File: src/rtl/global_buffer_mr_ctrl.sv
// Multi-region global buffer controller: per-region circular write/read heads
// over one shared single-port RAM, with a 2-entry read-out FIFO.
`timescale 1ns/1ps
module global_buffer_mr_ctrl #(
    parameter int DATA_W      = 32,
    parameter int DEPTH       = 1024,
    parameter int ADDR_W      = $clog2(DEPTH),
    parameter int NUM_REGIONS = 4,
    parameter int LEN_W       = 16
) (
    input  logic                                clk,
    input  logic                                rst,
    input  logic                                cmd_valid_i,
    output logic                                cmd_ready_o,
    input  logic [1:0]                          cmd_op_i,
    input  logic [$clog2(NUM_REGIONS)-1:0]      cmd_region_i,
    input  logic [LEN_W-1:0]                    cmd_len_i,
    input  logic [NUM_REGIONS*ADDR_W-1:0]       cfg_base_i,
    input  logic [NUM_REGIONS*(ADDR_W+1)-1:0]   cfg_size_i,
    input  logic [DATA_W-1:0]                   ext_wr_data_i,
    input  logic                                ext_wr_valid_i,
    output logic                                ext_wr_ready_o,
    input  logic [DATA_W-1:0]                   obuf_wr_data_i,
    input  logic                                obuf_wr_valid_i,
    output logic                                obuf_wr_ready_o,
    output logic [DATA_W-1:0]                   rd_data_o,
    output logic                                rd_valid_o,
    input  logic                                rd_ready_i,
    output logic                                ram_wr_en_o,
    output logic                                ram_rd_en_o,
    output logic [ADDR_W-1:0]                   ram_addr_o,
    output logic [DATA_W-1:0]                   ram_wr_data_o,
    input  logic [DATA_W-1:0]                   ram_rd_data_i,
    output logic                                busy_o,
    output logic                                done_o
);

    localparam int RW = $clog2(NUM_REGIONS);
    localparam logic [1:0] OP_WR_EXT  = 2'd0;
    localparam logic [1:0] OP_WR_OBUF = 2'd1;
    localparam logic [1:0] OP_READ    = 2'd2;
    localparam logic [1:0] OP_PTR_RST = 2'd3;
    localparam logic [ADDR_W:0] DEPTH_V = (ADDR_W+1)'(DEPTH);

    typedef enum logic [1:0] {IDLE, WRITE, READ, DRAIN} state_t;

    state_t              state;
    logic [1:0]          op_q;
    logic [RW-1:0]       region_q;
    logic [LEN_W-1:0]    len_q;
    logic [LEN_W-1:0]    cnt_q;
    logic [ADDR_W-1:0]   base_q;
    logic [ADDR_W:0]     size_q;
    logic                done_q;
    logic                rd_pend;
    logic [DATA_W-1:0]   fifo_mem [2];
    logic                fifo_wp;
    logic                fifo_rp;
    logic [1:0]          fifo_cnt;
    logic [ADDR_W-1:0]   wr_head [NUM_REGIONS];
    logic [ADDR_W-1:0]   rd_head [NUM_REGIONS];

    logic [ADDR_W:0]     size_eff;
    logic [ADDR_W-1:0]   cur_wr;
    logic [ADDR_W-1:0]   cur_rd;
    logic [ADDR_W-1:0]   head_sel;
    logic [ADDR_W:0]     addr_sum;
    logic                beat;
    logic                pop;
    logic                issue;
    logic [1:0]          occ;
    logic                last_cnt;
    logic                wr_last;
    logic                rd_last;

    function automatic logic [ADDR_W-1:0] bump(
        input logic [ADDR_W-1:0] h,
        input logic [ADDR_W:0]   sz
    );
        logic [ADDR_W:0] nxt;
        nxt = {1'b0, h} + 1'b1;
        return (nxt == sz) ? '0 : nxt[ADDR_W-1:0];
    endfunction

    always_comb begin
        size_eff = (size_q == '0) ? DEPTH_V : size_q;
        cur_wr   = wr_head[region_q];
        cur_rd   = rd_head[region_q];
        head_sel = (state == READ) ? cur_rd : cur_wr;
        addr_sum = {1'b0, base_q} + {1'b0, head_sel};
        ram_addr_o = (addr_sum >= DEPTH_V) ? ADDR_W'(addr_sum - DEPTH_V)
                                           : ADDR_W'(addr_sum);

        cmd_ready_o     = (state == IDLE);
        busy_o          = (state != IDLE);
        ext_wr_ready_o  = (state == WRITE) && (op_q == OP_WR_EXT);
        obuf_wr_ready_o = (state == WRITE) && (op_q == OP_WR_OBUF);
        beat = (ext_wr_ready_o && ext_wr_valid_i)
            || (obuf_wr_ready_o && obuf_wr_valid_i);

        ram_wr_en_o   = beat;
        ram_wr_data_o = '0;
        if (beat)
            ram_wr_data_o = (op_q == OP_WR_OBUF) ? obuf_wr_data_i
                                                 : ext_wr_data_i;

        rd_valid_o = (fifo_cnt != 2'd0);
        pop        = rd_valid_o && rd_ready_i;
        rd_data_o  = rd_valid_o ? fifo_mem[fifo_rp] : '0;

        // a same-cycle pop frees a slot, which keeps reads back-to-back
        occ   = fifo_cnt + {1'b0, rd_pend};
        issue = (state == READ) && ((occ < 2'd2) || (pop && occ == 2'd2));
        ram_rd_en_o = issue;

        last_cnt = (cnt_q == len_q - 1'b1);
        wr_last  = beat && last_cnt;
        rd_last  = (state == DRAIN) && pop && (fifo_cnt == 2'd1) && !rd_pend;
        done_o   = done_q || wr_last || rd_last;
    end

    always_ff @(posedge clk or posedge rst) begin
        if (rst) begin
            state    <= IDLE;
            op_q     <= '0;
            region_q <= '0;
            len_q    <= '0;
            cnt_q    <= '0;
            base_q   <= '0;
            size_q   <= '0;
            done_q   <= 1'b0;
            rd_pend  <= 1'b0;
            fifo_wp  <= 1'b0;
            fifo_rp  <= 1'b0;
            fifo_cnt <= '0;
            fifo_mem[0] <= '0;
            fifo_mem[1] <= '0;
            for (int i = 0; i < NUM_REGIONS; i++) begin
                wr_head[i] <= '0;
                rd_head[i] <= '0;
            end
        end else begin
            done_q  <= 1'b0;
            rd_pend <= issue;
            if (rd_pend) begin
                fifo_mem[fifo_wp] <= ram_rd_data_i;
                fifo_wp <= ~fifo_wp;
            end
            if (pop)
                fifo_rp <= ~fifo_rp;
            fifo_cnt <= fifo_cnt + {1'b0, rd_pend} - {1'b0, pop};

            unique case (state)
                IDLE: begin
                    if (cmd_valid_i) begin
                        op_q     <= cmd_op_i;
                        region_q <= cmd_region_i;
                        len_q    <= cmd_len_i;
                        cnt_q    <= '0;
                        base_q   <= cfg_base_i[cmd_region_i*ADDR_W +: ADDR_W];
                        size_q   <= cfg_size_i[cmd_region_i*(ADDR_W+1) +: ADDR_W+1];
                        if (cmd_op_i == OP_PTR_RST) begin
                            wr_head[cmd_region_i] <= '0;
                            rd_head[cmd_region_i] <= '0;
                            done_q <= 1'b1;
                        end else if (cmd_len_i == '0) begin
                            done_q <= 1'b1;
                        end else if (cmd_op_i == OP_READ) begin
                            state <= READ;
                        end else begin
                            state <= WRITE;
                        end
                    end
                end
                WRITE: begin
                    if (beat) begin
                        wr_head[region_q] <= bump(cur_wr, size_eff);
                        cnt_q <= cnt_q + 1'b1;
                        if (last_cnt)
                            state <= IDLE;
                    end
                end
                READ: begin
                    if (issue) begin
                        rd_head[region_q] <= bump(cur_rd, size_eff);
                        cnt_q <= cnt_q + 1'b1;
                        if (last_cnt)
                            state <= DRAIN;
                    end
                end
                DRAIN: begin
                    if (rd_last)
                        state <= IDLE;
                end
            endcase
        end
    end

endmodule
File: config.mk
export PLATFORM = sky130hd
export DESIGN_NAME = global_buffer_mr_ctrl
export DESIGN_NICKNAME = d
export VERILOG_FILES = /design/src/rtl/global_buffer_mr_ctrl.sv
export SDC_FILE = /design/constraint.sdc
export NUM_CORES = 1
export LEC_CHECK = 0
export ABC_AREA = 1
export BUFFER_PORTS_ARGS = -buffer_cell sky130_fd_sc_hd__clkbuf_2
export CORE_MARGIN = 3
export CORE_UTILIZATION = 60
export DETAILED_ROUTE_END_ITERATION = 8
export GPL_TIMING_DRIVEN = 0
export HOLD_SLACK_MARGIN = 0.02
export PLACE_DENSITY = 0.86
export SYNTH_ARGS = -nofsm -noshare
export SYNTH_HDL_FRONTEND = slang
export SYNTH_SLANG_ARGS = --single-unit
File: constraint.sdc
create_clock -name clk -period 15.35 [get_ports clk]
set_clock_uncertainty 0.1 [all_clocks]
set_input_delay 2.3025 -clock clk [delete_from_list [all_inputs] [get_ports clk]]
set_output_delay 2.3025 -clock clk [all_outputs]
set_load 0.02 [all_outputs]
Yosys cells after proc, flatten, opt, wreduce, memory -nomap -nowiden
Index checks and enable logic that the tools add are counted.

Memories kept: 0. Bits in latches: 0. Memory bits (writable): 0. Bits of input ports: 206. Memory bits (read-only): 0. Register bits: 209. Output and inout bits: 82. Word-level logic and storage cells: 157.

Multipliers: 2. Shift-type cells: 2. Order comparisons: 9. Reductions and logical operators: 33. Muxes and demuxes: 52. Divide/modulo/power cells: 0. Add/subtract/negate cells: 8. Equal/unequal tests: 20. Bitwise logic cells: 9.

Operators by type and width (number): 40-bit two-way mux (6); 32-bit two-way mux (7); 40-bit one-hot mux with 2 select lines (2); 10-bit two-way mux (10); 40-bit bitwise AND (2); 40-bit bitwise mux (2); 64-bit bitwise mux (1); 16-bit two-way mux (3); 16-bit one-hot mux with 3 select lines (1); 44-bit by 7-bit indexed part select with 11-bit output (1); 10-bit binary-select mux with 2-bit select (2); 10-bit demux with 2-bit select (2); 40-bit inverter (1); 40-bit by 7-bit indexed part select with 10-bit output (1); 32-bit demux with 1-bit select (1); 10-bit by 1-bit adder with 11-bit output (second input constant) (2); 11-bit == test (2); 2-bit two-way mux (9); 16-bit by 1-bit adder with 16-bit output (second input constant) (1); 16-bit == test (1); 16-bit logical NOT (1); 2-bit != test (second input constant) (8); 16-bit by 1-bit subtractor with 16-bit output (second input constant) (1); 1-bit logical AND (14); other kinds (30) (54).

Depth between registers and ports, before layout
Gate-level depths: netlist of run 1.

Word-level depth: 10. Mapped depth: 22. Depth with buffers taken out: 19.

Worst setup path after synthesis of run 1
No wires, ideal clock.

Path type: reg2out. Start point: reg state[0]. End point: out ram_addr_o[8]. Path slack: 9.793 ns. Cell stages (with the launch flop): 19. Data arrival time: 3.154 ns. Data required time: 12.948 ns. Buffers on the path: 2. Cells stage by stage: dfrtp_1 -> inv_1 -> ha_1 -> inv_1 -> clkbuf_1 -> clkbuf_1 -> nand2_1 -> o21ai_0 -> ha_1 -> inv_1 -> fa_1 -> o21ai_0 -> a21oi_1 -> inv_1 -> a21oi_1 -> nor2_1 -> o21a_1 -> nor2_1 -> xor2_1.

Cells in the longest elaborated chain, start to end: 5. Elaborated cells on any way between the ends: 6. Classes of those cells: add/sub (2); order compare (1); eq/ne (1); mux (2).

RTL lines: start, declared (line 47) `state_t state;`; start signal, assigned (line 124) `state <= IDLE;`; start signal, assigned (line 169) `state <= READ;`; start signal, assigned (line 171) `state <= WRITE;`; 2-bit == test * (line 89) `head_sel = (state == READ) ? cur_rd : cur_wr;`; 10-bit two-way mux * (line 89); 10-bit by 10-bit adder with 11-bit output * (line 90) `addr_sum = {1'b0, base_q} + {1'b0, head_sel};`; 10-bit by 1-bit subtractor with 10-bit output / 11-bit greater-or-equal comparator (equally long branches) (line 91) `ram_addr_o = (addr_sum >= DEPTH_V) ? ADDR_W'(addr_sum - DEPTH_V)`; 10-bit two-way mux * (line 91); end, declared (line 31) `output logic [ADDR_W-1:0] ram_addr_o,`.

Mark *: on every way between the ends. The rest lies on a longest branch, timed or not.

Worst setup path after layout of run 1
Same ends and word-level chain as after synthesis.

==> results of run 1 <==
## synth_stat cells, drive strengths merged
library cell / n
dfrtp: 209
and2: 1
o31ai: 1
mux2: 32
nand2: 639
a211oi: 1
o21a: 1
a31oi: 89
clkbuf: 77
clkinv: 2
and3: 2
nor4: 7
xor2: 31
xnor3: 3
nor3: 16
buf: 23
a41oi: 8
nand3: 140
nand4: 15
o21ai: 114
a22oi: 24
or2: 2
fa: 1
o21bai: 2
ha: 21
a21oi: 135
inv: 327
nor2: 112
xnor2: 10
## where the power goes
part           internal, uW  total (uW)  switching, uW  leakage, uW
clock network           363         598            235     0.000392
registers               820        1030            215      0.00247
logic                   886        2810           1930      0.00649
## metrics by stage
stage               hold WS (ps)  power (uW)  cell area (um2)  instances
floorplan                    353        2890            14100       2045
global placement             367        3680            15900       2645
detailed placement           374        3770            16000       2646
CTS                          388        4380            16800       2685
global route                 405        4750            16800       2686
finish                       386        4440            16800       2686
## state kept, by name, summed over array words and instances (netlist names)
signal and flops:
rd_pend 1, rd_head 40, cnt_q 16, len_q 16, state 2, wr_head 40, fifo_mem 64, done_q 1
base_q 10, op_q 2, size_q 11, fifo_cnt 2, fifo_rp 1, fifo_wp 1, region_q 2
## critical path: cells and delay by family, from the launching register on
family	cells	cell delay [ps]
buf+inv	7	1640
compound gates	5	750
fa+ha+maj	3	890
xor+xnor	1	130
flops	1	430
simple gates	3	250
## layout make-up
class                           instances  area [um2]  share of cell area
Multi-Input combinational cell       1407        7120               0.425
Sequential cell                       209        5230               0.312
Timing Repair Buffer                  288        1460              0.0874
Inverter                              329        1240              0.0743
Clock buffer                           32         649              0.0388
Buffer                                100         505              0.0302
Tap cell                              313         392              0.0234
Clock inverter                          7         150             0.00896
Antenna cell                            1        2.50            0.000149
## layer usage
metal / GRT usage / vias up
met5: 0 / -
met4: 0.185 / 2
met3: 0.0676 / 171
met2: 0.583 / 951
met1: 0.459 / 7031
li1: - / 7156
## kinds of logic (layout without fill, tap and decap cells)
kind of cell / after synthesis / in the layout / synth area share
AND/OR/NAND/NOR: 934 / 934 / 0.281
buffers and inverters: 429 / 756 / 0.124
AO/OA/AOI/OAI: 375 / 375 / 0.149
flip-flops: 209 / 209 / 0.371
XOR/XNOR: 44 / 44 / 0.0303
multiplexers: 32 / 32 / 0.0256
adder cells (fa/ha/maj): 22 / 22 / 0.0201
other: 0 / 1 / 0
## how the worst min path moves through the flow
stage,end,slack (ps)
after global placement,fifo_mem[18],370
after global routing,fifo_mem[5],410
after CTS,fifo_mem[41],390
after detailed placement,fifo_mem[56],370
after floorplan,fifo_mem[30],350
final,fifo_mem[18],390
==> flow_summary.ini, run 1 <==
[finish]
fillers = 1846
drive_gt1_frac = 0.179
mostFrequentLayoutCells = nand2_1 (619), inv_1 (319), clkbuf_2 (287), dfrtp_1 (209), nand3_1 (139)
nets = 2586
area_growth_pct = 18.9
final_common_cell = nand2_1
final_util = 0.733

[detailed_routing]
via_per_inst = 5.70
vias = 15300
drt_iter0_drc = 1647
drt-total-wl_um = 47100
antenna_left = 0
dr_wl_met2_um = 21500
drc = 0
top_layer = met5
dr.pass1.iters = 7
routed-wl-met3_um = 4780
wl_met1_um = 18100
wl_per_cell_um = 17.5

[worst_setup_path]
path_cells = inv_1 -> ha_1 -> inv_1 -> clkbuf_1 -> clkbuf_1 -> nand2_1 -> o21ai_0 -> ha_1 -> inv_1 -> fa_1 -> o21ai_0 -> a21oi_1 -> inv_1 -> a21oi_1 -> nor2_1 -> o21a_1 -> nor2_1 -> xor2_1 -> clkbuf_2
arrival_ps = 4630
cp_common_cell = inv_1
cp-end-kind = primary output
path_max_fanout = 10
crit_start = state[0]
critPathLaunchType = register
crit_end = ram_addr_o[8]
reg2reg_to = wr_head[17]
r2r_cells = 14
worst-r2r-setup-slack_ps = 11700
path_class = reg -> out
crit_required_ps = 12950
critPathMaxStageDelay_ps = 500
critPathSlowestCell = clkbuf_1
r2r_start = state[1]

[synthesis]
yosysTopAreaCell = dfrtp_1
avgSynthCellArea_um2 = 6.89
ys_top_cells_by_area = dfrtp_1 (37%), nand2_1 (16%), inv_1 (8.5%)
synth-seq-area-share = 0.371
synth_seq_cells = 209
synth_area_mm2 = 0.0141
yosys_warnings = 0
syn_inst = 2045
synth_top_cell_area_share = 0.371
ys_types = 44
synth_nets = 2273

[sta]
worstMarginPinSlew_ps = 855
rsz0062_at_grt = false
fin_crit_ps = 7030
final_max_slew_viol_count = 0
hold_viol_final = 0
max_clock_freq_mhz = 142
worst_slack_ps = 8320
max_slew_margin = 0.426
setup_viol = 0
setup_tns_ps = 0
fin_crit_sh = 0.458

[placed_design]
pre_cts_ws_ps = 8990
routabilityCongestion = 1.01
io_buffers = 287
dp_hpwl_um = 35600

[global_routing]
grt_max_degree = 114
grt_pass1_wl_um = 74500
grt_use_total = 0.359
antenna_found_initial = 2
grt_pass1_vias = 14500
overflow = 0

[floorplanning]
die_x_um = 159
ioPinCount = 288
num_rows = 55
die-height_um = 159
initial_utilization = 0.617
dieArea_mm2 = 0.0254
core_area_mm2 = 0.0228

[power]
cellLeakagePower_uw = 0.00935
vdd_drop_max_mv = 0.180
power.density_mw_per_mm2 = 265

[clock_tree]
cts_resized = 0
postCtsSetupBuffers = 0
cts_root_buffer = clkbuf_16
htreeDepth = 1
clk_pin_slew_ps = 60
cts-buffers-inserted = 23
cts_buffer_depth = 3
cts_hold_buf = 0
cts.sinks = 209
clk_latency_ps = 530
cts_tree = yes

[worst_hold_path]
hp-start = fifo_mem[18]
hold_class = reg -> reg
hold_depth = 2

[flow_run]
max_cap_violations = 0

[run_status]
run_status = complete, no violations
(Power assumes the default switching activity.)
==> inputs of run 2 (changes only) <==
Settings changed: CORE_UTILIZATION 60 to 56, PLACE_DENSITY 0.86 to 0.81.
Clock period 15.35 ns to 7.29 ns, I/O delays scaled along.
==> flow_summary.ini, run 2 (same netlist as run 1, synthesis figures left out) <==
[run_status]
run_status = complete, no violations

[worst_setup_path]
arrival_ps = 4520
critPathLaunchType = register
r2r_cells = 14
path_max_fanout = 10
path_class = reg -> out
crit_required_ps = 6100
cp-end-kind = primary output

[detailed_routing]
drt_iter0_drc = 1413
vias = 15400
antenna_left = 0
drc = 0
dr.pass1.iters = 7
wl_per_cell_um = 17.8
drt-total-wl_um = 48100
via_per_inst = 5.69

[clock_tree]
htreeDepth = 1
clk_pin_slew_ps = 60
cts_hold_buf = 0
cts_resized = 0
cts_tree = yes
cts_root_buffer = clkbuf_16
clk_latency_ps = 530
cts.sinks = 209
cts_buffer_depth = 3
postCtsSetupBuffers = 0
cts-buffers-inserted = 24

[finish]
reg_top3 = fifo_mem (64), rd_head (40), wr_head (40)
final_util = 0.684
final_common_cell = nand2_1
instances_no_fill = 2703
mostFrequentLayoutCells = nand2_1 (619), inv_1 (319), clkbuf_2 (287), dfrtp_1 (209), nand3_1 (139)
drive_gt1_frac = 0.181
nets = 2587
fillers = 2107
area_growth_pct = 19.1
largest_reg_flops = 64
largest-register = fifo_mem

[floorplanning]
num_rows = 57
die-height_um = 165
ioPinCount = 288
initial_utilization = 0.574
die_x_um = 165
core_area_mm2 = 0.0245
dieArea_mm2 = 0.0271

[placed_design]
routabilityCongestion = 0.990
io_buffers = 287
dp_hpwl_um = 36700
pre_cts_ws_ps = 2180
dp_cells = 2657

[sta]
worst_slack_ps = 1570
hold_viol_final = 0
setup_viol = 0
setup_tns_ps = 0
max_slew_margin = 0.401
worstMarginPinSlew_ps = 893
fin_crit_sh = 0.784
fin_crit_ps = 5720
final_max_slew_viol_count = 0
max_clock_freq_mhz = 175
rsz0062_at_grt = false

[power]
cellLeakagePower_uw = 0.00935
vdd_drop_max_mv = 0.415
power.density_mw_per_mm2 = 554
power.total_uw = 9300

[global_routing]
overflow = 0
grt_max_degree = 117
grt_pass1_vias = 14500
grt_use_total = 0.350
antenna_found_initial = 4
grt_pass1_wl_um = 75100

[flow_run]
max_cap_violations = 0

[worst_hold_path]
hold_class = reg -> reg
hold_depth = 2
==> run 2: metrics by stage <==
step | hold WS (ps) | instance area (um2)
4_1_cts | 388 | 16800
3_5_place_dp | 373 | 16000
3_3_place_gp | 366 | 15900
2_1_floorplan | 353 | 14100
5_1_grt | 405 | 16800
6_report | 382 | 16800
==> run 2: critical path, cell delays in order (launching register included) <==
cell and delay [ps]:
dfrtp_1 430, inv_1 100, ha_1 250, inv_1 210, clkbuf_1 430, clkbuf_1 470, nand2_1 90, o21ai_0 120
ha_1 220, inv_1 60, fa_1 400, o21ai_0 320, a21oi_1 120, inv_1 70, a21oi_1 90, nor2_1 100
o21a_1 120, nor2_1 50, xor2_1 130, clkbuf_2 200
==> run 2: power by group <==
part / switching [uW] / internal (uW)
clock network: 507 / 738
registers: 448 / 1730
logic: 4020 / 1860
total: 4970 / 4330
==> run 2: metal layers <==
metal,GRT usage,wire length [um]
met1,0.450,18700
met2,0.569,22300
met3,0.0604,4680
met4,0.179,2410
met5,0,0
==> run 2: worst paths after layout <==
check                             startpoint       endpoint  slack (ps)
worst max-delay path                state[0]  ram_addr_o[8]        1570
worst min-delay path            fifo_mem[12]   fifo_mem[12]         380
worst max register to register      state[1]    wr_head[13]        3540
worst min register to register  fifo_mem[12]   fifo_mem[12]         380
max in group asynchronous                rst     wr_head[0]        5410
min in group asynchronous                rst    wr_head[36]         580
==> run 2: final cells by class <==
| class | count | area [um2] | area share |
|---|---|---|---|
| multi-input cells | 1407 | 7120 | 0.424 |
| flip-flops and latches | 209 | 5230 | 0.312 |
| repair buffers | 288 | 1460 | 0.0872 |
| inverters | 329 | 1240 | 0.0742 |
| clock buffers | 34 | 698 | 0.0416 |
| plain buffers | 100 | 505 | 0.0301 |
| well taps | 324 | 405 | 0.0242 |
| clock inverters | 8 | 108 | 0.00641 |
| diodes | 4 | 10.0 | 0.000596 |
==> inputs of run 3 (changes only) <==
Clock period 7.29 ns to 5.8 ns, I/O delays scaled along.
==> flow_summary.ini, run 3 (same netlist as run 1, synthesis figures left out) <==
[clock_tree]
cts.sinks = 209
htreeDepth = 1
cts_tree = yes
cts_hold_buf = 0
clk_pin_slew_ps = 60
postCtsSetupBuffers = 0
cts_resized = 0
cts-buffers-inserted = 22
clk_latency_ps = 520
cts_root_buffer = clkbuf_16
cts_buffer_depth = 3

[detailed_routing]
drt-total-wl_um = 47400
wl_per_cell_um = 17.5
via_per_inst = 5.63
antenna_left = 0
dr.pass1.iters = 7
vias = 15200
drc = 0
drt_iter0_drc = 1736

[sta]
final_max_slew_viol_count = 0
worstMarginPinSlew_ps = 816
hold_viol_final = 0
max_slew_margin = 0.454
rsz0062_at_grt = false
fin_crit_sh = 0.950
setup_tns_ps = 0
setup_viol = 0
max_clock_freq_mhz = 181
fin_crit_ps = 5510

[finish]
largest-register = fifo_mem
nets = 2590
area_growth_pct = 18.8
instances_no_fill = 2706
final_common_cell = nand2_1
reg_top3 = fifo_mem (64), rd_head (40), wr_head (40)
mostFrequentLayoutCells = nand2_1 (619), inv_1 (319), clkbuf_2 (287), dfrtp_1 (209), nand3_1 (139)
largest_reg_flops = 64
drive_gt1_frac = 0.178

[global_routing]
grt_pass1_vias = 14200
grt_max_degree = 40
overflow = 0
antenna_found_initial = 6
grt_use_total = 0.342
grt_pass1_wl_um = 73800

[floorplanning]
core_area_mm2 = 0.0245
num_rows = 57
die-height_um = 165
initial_utilization = 0.574
ioPinCount = 288
dieArea_mm2 = 0.0271
die_x_um = 165

[flow_run]
max_cap_violations = 0

[placed_design]
io_buffers = 287
dp_hpwl_um = 36400
dp_cells = 2662
routabilityCongestion = 0.999

[worst_setup_path]
critPathLaunchType = register
path_class = reg -> out
crit_required_ps = 4830
arrival_ps = 4540
cp-end-kind = primary output
path_max_fanout = 10

[worst_hold_path]
hold_class = in -> async

[power]
cellLeakagePower_uw = 0.00932
power.density_mw_per_mm2 = 684
vdd_drop_max_mv = 0.575

[run_status]
run_status = complete, no violations
==> run 3: per-layer routing <==
metal / wire, um / track usage
met5: 0 / 0
met4: 2020 / 0.150
met3: 4780 / 0.0549
met2: 22000 / 0.565
met1: 18600 / 0.445
==> run 3: layout make-up <==
type,instances,area [um2]
clock inverters,3,26.3
multi-input cells,1407,7120
repair buffers,293,1560
fillers,2147,7800
plain buffers,100,505
flip-flops and latches,209,5230
clock buffers,35,629
inverters,329,1240
well taps,324,405
diodes,6,15.0
==> run 3: stage by stage <==
step	total power (uW)	area [um2]	util	setup slack, ps	hold slack [ps]
2_1_floorplan	7650	14100	-	1680	353
3_3_place_gp	9730	15900	0.650	780	367
5_1_grt	12300	16700	0.682	3.45	391
3_5_place_dp	9940	16100	0.655	928	374
6_report	11500	16700	0.682	289	340
4_1_cts	11300	16700	0.681	359	351
==> run 3: power by group <==
group	internal, uW	switching [uW]	total [uW]
logic	2350	5030	7380
clock network	743	593	1340
registers	2170	562	2730
==> run 3: final timing paths <==
check / startpoint / endpoint / slack, ps / depth (start not counted)
max reg2reg: state[1] / wr_head[13] / 2140 / 14
min: rst / fifo_mem[3] / 340 / 2
min in group clk: fifo_mem[18] / fifo_mem[18] / 390 / 2
max in group asynchronous: rst / wr_head[17] / 4390 / 4
min reg2reg: fifo_mem[18] / fifo_mem[18] / 390 / 2
max: state[0] / ram_addr_o[8] / 290 / 19
==> run 3: critical path, stage by stage (launching register included) <==
cell and delay [ps]:
dfrtp_1 420, inv_1 110, ha_1 260, inv_1 210, clkbuf_1 480, clkbuf_1 510, nand2_1 110, o21ai_0 110
ha_1 220, inv_1 60, fa_1 390, o21ai_0 280, a21oi_1 120, inv_1 70, a21oi_1 80, nor2_1 90
o21a_1 120, nor2_1 40, xor2_1 130, clkbuf_2 210
